**config.mk**
```make
export PLATFORM = sky130hd
export DESIGN_NAME = id_operand_stage
export DESIGN_NICKNAME = d
export VERILOG_FILES = /design/src/rtl/id_operand_stage.sv
export SDC_FILE = /design/constraint.sdc
export NUM_CORES = 2
export LEC_CHECK = 0
export CAP_MARGIN = 20
export CORE_MARGIN = 5
export CORE_UTILIZATION = 50
export CTS_CLUSTER_DIAMETER = 200
export DETAILED_ROUTE_END_ITERATION = 7
export PLACE_DENSITY_LB_ADDON = 0.25
export REMOVE_ABC_BUFFERS = 1
export SYNTH_ARGS = -nofsm -noshare
export SYNTH_HDL_FRONTEND = slang
export SYNTH_SLANG_ARGS = --single-unit
```
**constraint.sdc**
```tcl
create_clock -name clk -period 1.95 [get_ports clk]
set_input_delay 0.585 -clock clk [delete_from_list [all_inputs] [get_ports clk]]
set_output_delay 0.585 -clock clk [all_outputs]
set_load 0.01 [all_outputs]
```
**src/rtl/id_operand_stage.sv**
```systemverilog
// Decode / operand-fetch stage in front of the ADDU ALU: reads rs/rt from a
// 32x32 register file, decodes funct and holds the result in a one-entry output register.
module id_operand_stage #(
    parameter int DATA_W = 32,
    parameter int NREG   = 32
) (
    input  logic              clk,
    input  logic              rst_n,
    input  logic              in_valid,
    output logic              in_ready,
    input  logic [31:0]       instr,
    output logic              out_valid,
    input  logic              out_ready,
    output logic [DATA_W-1:0] Src_1,
    output logic [DATA_W-1:0] Src_2,
    output logic [5:0]        ALU_ctrl,
    output logic [4:0]        Rd_addr,
    output logic              illegal,
    input  logic              wb_en,
    input  logic [4:0]        wb_addr,
    input  logic [DATA_W-1:0] wb_data
);

    typedef enum logic {
        EMPTY = 1'b0,
        FULL  = 1'b1
    } state_e;

    state_e state_q, state_d;

    logic [DATA_W-1:0] regs_q [NREG];

    logic [5:0] op;
    logic [5:0] funct;
    logic [4:0] rs;
    logic [4:0] rt;
    logic [4:0] rd;
    logic       is_rtype;
    logic       accept;
    logic       unused_shamt;

    logic [DATA_W-1:0] rd_a;
    logic [DATA_W-1:0] rd_b;

    logic [DATA_W-1:0] src1_q, src1_d;
    logic [DATA_W-1:0] src2_q, src2_d;
    logic [5:0]        ctrl_q, ctrl_d;
    logic [4:0]        rdaddr_q, rdaddr_d;
    logic              illegal_q, illegal_d;

    assign op       = instr[31:26];
    assign rs       = instr[25:21];
    assign rt       = instr[20:16];
    assign rd       = instr[15:11];
    assign funct    = instr[5:0];
    assign is_rtype = (op == 6'd0);

    // The ALU has no shifter, so shamt is decoded by nobody.
    assign unused_shamt = ^instr[10:6];

    assign out_valid = (state_q == FULL);
    assign in_ready  = !out_valid || out_ready;
    assign accept    = in_valid && in_ready;

    // Write-first read: a same-edge writeback to the read index wins over the
    // stored value, and index 0 is hard-wired to zero.
    // NOTE: every variable assigned in always_comb gets a default first, so no
    // path leaves it unassigned and no latch is inferred.
    always_comb begin
        rd_a = regs_q[rs];
        if (rs == 5'd0) begin
            rd_a = '0;
        end else if (wb_en && (wb_addr == rs)) begin
            rd_a = wb_data;
        end

        rd_b = regs_q[rt];
        if (rt == 5'd0) begin
            rd_b = '0;
        end else if (wb_en && (wb_addr == rt)) begin
            rd_b = wb_data;
        end
    end

    always_comb begin
        state_d = state_q;
        unique case (state_q)
            EMPTY:   if (accept) state_d = FULL;
            FULL:    if (out_ready && !accept) state_d = EMPTY;
            default: state_d = EMPTY;
        endcase
    end

    // Output data changes only on accept; draining to EMPTY keeps the last values.
    always_comb begin
        src1_d    = src1_q;
        src2_d    = src2_q;
        ctrl_d    = ctrl_q;
        rdaddr_d  = rdaddr_q;
        illegal_d = illegal_q;
        if (accept) begin
            src1_d    = rd_a;
            src2_d    = rd_b;
            ctrl_d    = is_rtype ? funct : 6'd0;
            rdaddr_d  = is_rtype ? rd : 5'd0;
            illegal_d = !is_rtype;
        end
    end

    // NOTE: sequential state uses non-blocking assignments so every flop samples
    // pre-edge values regardless of process evaluation order.
    always_ff @(posedge clk or negedge rst_n) begin
        if (!rst_n) begin
            state_q   <= EMPTY;
            src1_q    <= '0;
            src2_q    <= '0;
            ctrl_q    <= '0;
            rdaddr_q  <= '0;
            illegal_q <= 1'b0;
        end else begin
            state_q   <= state_d;
            src1_q    <= src1_d;
            src2_q    <= src2_d;
            ctrl_q    <= ctrl_d;
            rdaddr_q  <= rdaddr_d;
            illegal_q <= illegal_d;
        end
    end

    // NOTE: the register file is cleared by reset, so it is built from flops
    // rather than a RAM macro; reset also drops any same-cycle write.
    always_ff @(posedge clk or negedge rst_n) begin
        if (!rst_n) begin
            for (int i = 0; i < NREG; i++) begin
                regs_q[i] <= '0;
            end
        end else if (wb_en && (wb_addr != 5'd0)) begin
            regs_q[wb_addr] <= wb_data;
        end
    end

    assign Src_1    = src1_q;
    assign Src_2    = src2_q;
    assign ALU_ctrl = ctrl_q;
    assign Rd_addr  = rdaddr_q;
    assign illegal  = illegal_q;

endmodule
```
After elaboration in Yosys (flattened, before gate mapping). Index checks and enable logic that the tools add are counted.

Bits in registers: 1101. Logic and storage cells: 80. Output and inout bits: 78.

Magnitude comparators: 4. Muxes and demuxes: 18. Bitwise gates (word level): 4. Reduce and logical (&&, ||, !) cells: 14. Equality and inequality tests: 2.

Operators by type and width (count): $bwmux W1024 (1); $bmux W32 S5 (2); $mux W32 (9); $demux W32 S5 (1); $ge A6 B6 Y1 const B (3); $not A5 Y6 (3); $eq A5 B5 Y1 (2); $logic_not A5 Y1 (2); $logic_and A1 B1 Y1 (6); $logic_not A6 Y1 (1); $lt A6 B1 Y1 const B (1); $mux W6 (1); $mux W5 (1); $reduce_bool A5 Y1 (1); $logic_not A1 Y1 (3); $mux W1 (2); $pmux W1 S2 (1); $logic_or A1 B1 Y1 (1); $not A1 Y1 (1).

Depth between registers and ports, before layout.
Depth in word-level cells: 7. Mapped depth: 9. Gate-level depth less buffers: 5.

Worst setup path before layout. Ideal clock, no wire load.

Kind: in2reg. Start: input instr[23]. End: register src1_q[25] (netlist: Src_1[25]). Library setup time: 0.147 ns. Stages on the path: 8. Path buffers: 3. Setup slack: -0.333 ns. Data required time: 1.803 ns. Arrival time: 2.136 ns. Cells stage by stage: buf_2 > buf_2 > buf_1 > mux4_2 > nand2_1 > nand2_1 > a222oi_1 > o221ai_1.

Longest elaborated chain between the ends: 6. Elaborated cells between the ends (all ways): 9.

RTL lines: start: declaration (line 11) `input logic [31:0] instr,`; $not A5 Y6 (implied by the code) (line 70) `rd_a = regs_q[rs];`; $bmux W32 S5 (line 70); $mux W32 (implied by the code) (2 in a row) (line 70); $mux W32 (line 73) `end else if (wb_en && (wb_addr == rs)) begin`; $mux W32 * (line 71) `if (rs == 5'd0) begin`; end signal: assignment (line 122) `src1_q <= src1_d;`; end: declaration (line 45) `logic [DATA_W-1:0] src1_q, src1_d;`.

Mark *: on every way between the ends. The rest lies on a longest branch, timed or not. The select of a mux whose other input is x is not followed. A chain may end at the register's enable or synchronous reset.

Worst setup path after layout.
Start: input out_ready. End: register src1_q[23] (netlist: Src_1[23]).

Longest elaborated chain between the ends: 2.

RTL lines: start: declaration (line 13) `input logic out_ready,`; $logic_or A1 B1 Y1 (line 62) `assign in_ready = !out_valid || out_ready;`; $logic_and A1 B1 Y1 (line 63) `assign accept = in_valid && in_ready;`.

No other way between the ends.

==> results.json <==
{
  "status": "finished, violations left",
  "failed_checks": "setup timing",
  "worst-setup-path-type": "input port to flop",
  "grt_pass1_wl_um": 281000,
  "cellPowerDensity_mw_per_mm2": 963,
  "synth_edf_count": 0,
  "place_congestion": 0.874,
  "switchingPower_uw": 19000,
  "coreArea_mm2": 0.116,
  "first_iter_violations": 4339,
  "worstPathArrival_ps": 2620,
  "async_flop_share_pct": 100,
  "dr.pass1.iters": 6,
  "clk_pin_slew_worst_paths_ps": 60,
  "wl_per_cell_um": 30.7,
  "antenna_found_initial": 5,
  "synth_warnings": 0,
  "synth-seq-cells": 1101,
  "ant_nets": 0,
  "cts_made_buffers": 118,
  "slew_viol_final": 0,
  "die_h_um": 351,
  "cp-start-kind": "input port",
  "grt_pass1_vias": 42353,
  "worstPathMaxFanout": 14,
  "setup_tns_ps": -646,
  "clockBufferDepth": 3,
  "tightestPinTransition_ps": 599,
  "maxCapViolCount": 0,
  "drt_wl_total_um": 189000,
  "fin_nets": 4631,
  "dpl_cell_area_mm2": 0.0662,
  "internal-power_uw": 48700,
  "hold_path_class": "input port to async pin",
  "p_comb_share_pct": 21.9,
  "track_usage_pct": 30.6,
  "cts.sinks": 1101,
  "fmax_ghz": 0.492,
  "ys_types": 44,
  "fin_ws_ps": -82.0,
  "die_w_um": 351,
  "dpl.hpwl_um": 126000,
  "setup_violations": 25,
  "layout_min_cycle_time_ps": 2030,
  "fin_worst_skew_ps": 28.0,
  "yosys.area.top_type": "dfrtp_1",
  "netlist_area_mm2": 0.0582,
  "synthTopCellsByCount": "dfrtp_1, mux2_2, mux4_2, nand2_1",
  "port_buffers": 146,
  "cts_tree": "yes",
  "slew_headroom_pct": 60.0,
  "final_area_mm2": 0.0703,
  "clkLatencyLatePin_ps": 730,
  "whs_ps": 385,
  "rsz0062_at_grt": "true",
  "yosysSeqAreaShare_pct": 47.3,
  "final_layout_size_suffix_gt1_share_pct": 49.5,
  "critPathCaptureType": "flop",
  "htreeDepth": 3,
  "cts_root_buffer": "clkbuf_16",
  "pwr-share-seq_pct": 45.3,
  "vias_per_cell": 6.68,
  "post-route-period-util_pct": 104,
  "grt-ovfl-total": 0,
  "ir_drop_mv": 0.760,
  "start_util_pct": 50.2,
  "drc": 0,
  "hold_viol_final": 0,
  "clkPwrFrac_pct": 32.9,
  "die_area_mm2": 0.123,
  "synthFlopType": "dfrtp_1",
  "place_ws_ps": -905,
  "p_leak_uw": 0.0309,
  "placementRows": 125,
  "syn_avg_cell_area_um2": 14.0,
  "yosysMostFrequentCell": "dfrtp_1",
  "syn_inst": 4160,
  "p_sw_share_pct": 28.0,
  "io_pins": 152,
  "vias": 41225,
  "synthTopCellsByArea": "dfrtp_1, mux2_2, mux4_2, mux2i_1, a221oi_1",
  "grt_max_degree": 62,
  "yosys.area.top_type_share_pct": 47.3,
  "final_util_pct": 60.6,
  "area_growth_pct": 20.7,
  "required_ps": 2530
}
## state kept, by name, summed over array words and instances (netlist names)
name,cells
regs_q,1024
out_valid,1
Rd_addr,5
illegal,1
Src_1,32
Src_2,32
ALU_ctrl,6
## area by class of cell
class | instances | area (µm²)
fillers | 8753 | 45600
multi-input cells | 2586 | 28900
flip-flops and latches | 1101 | 27600
repair buffers | 746 | 8070
clock buffers | 170 | 3350
well taps | 1524 | 1910
clock inverters | 32 | 417
inverters | 4 | 27.5
diodes | 7 | 17.5
## power by group through the flow
stage	registers, µW	clock network [µW]	logic (µW)
3_5_place_dp	30800	0	14800
4_1_cts	30500	22500	14700
6_report	30600	22200	14800
3_3_place_gp	30500	0	14400
2_1_floorplan	29700	0	9200
5_1_grt	31100	23500	15900
## stage by stage
stage	std cells	total power, µW
2_1_floorplan	3691	38900
6_report	6170	67600
3_5_place_dp	5930	45600
5_1_grt	6165	70500
4_1_cts	6152	67700
3_3_place_gp	5930	44900
## path summary, 6_finish.rpt
path,from,to,slack [ps],cells after the start
min reg2reg,regs_q[993],regs_q[993],400,0
max in group asynchronous,rst_n,regs_q[34],720,4
max,out_ready,Src_1[23],-80,10
max reg2reg,out_valid,Src_1[23],-60,9
min,rst_n,regs_q[861],390,2
min in group clk,regs_q[993],regs_q[993],400,0
## what timing repair did
action | 4_1_cts | 5_1_grt
endpoints found under the setup margin | 552 | 236
hold buffers | 1 | 0
gates resized for setup | 329 | 45
gates cloned | 3 | 3
pin swaps | 7 | 18
setup buffers | 16 | 9
endpoints found under the hold margin | 22 | 0
## routing by layer
| layer | wire (µm) | global-route usage (%) | vias up |
|---|---|---|---|
| li1 | - | - | 16942 |
| met1 | 76800 | 42.0 | 21871 |
| met2 | 87400 | 47.8 | 1957 |
| met3 | 17300 | 7.02 | 453 |
| met4 | 8070 | 11.9 | 2 |
| met5 | 13 | 0 | - |
## critical path: stages
cell and delay, ps:
clkdlybuf4s50_1 410, nand2b_1 170, buf_4 140, buf_4 130, and2_4 140, o2111a_2 190
buf_12 200, buf_12 150, a222oi_1 300, o221ai_1 190
## cell families (layout without fill, tap and decap cells)
family / count (synthesis) / count (layout) / share of synthesized area [%]
buffers and inverters: 473 / 952 / 3.58
and+or+nand+nor: 319 / 319 / 2.26
other: 0 / 7 / 0
xor gates and xnor gates: 10 / 10 / 0.150
muxes: 1632 / 1632 / 38.5
AOI/OAI and AO/OA: 625 / 625 / 8.23
DFF: 1101 / 1101 / 47.3
## placed cells by master (no fill, tap or decap), types with 5 or more instances in the layout
master              n
dlygate4sd2_1       5
buf_6              14
nor2_1              5
nand2_2            18
bufinv_16           7
clkdlybuf4s50_1    52
clkbuf_8           18
a21o_1             32
a22oi_1            63
o221ai_1           31
mux2i_1           256
dfrtp_2            11
a221oi_1          159
mux2_1             14
a222oi_1           32
mux4_2            384
clkbuf_1           33
dfrtp_1          1090
o21ai_0           107
buf_4             409
buf_2              62
clkbuf_16         122
mux2_2            978
o211ai_1           66
o2111ai_1          19
xnor2_1             9
nand2_1           247
o2111ai_2          12
diode_2             7
clkinv_2           19
o21a_1             96
nor2_4             17
buf_12            183
buf_8               5
(Power assumes the default switching activity.)
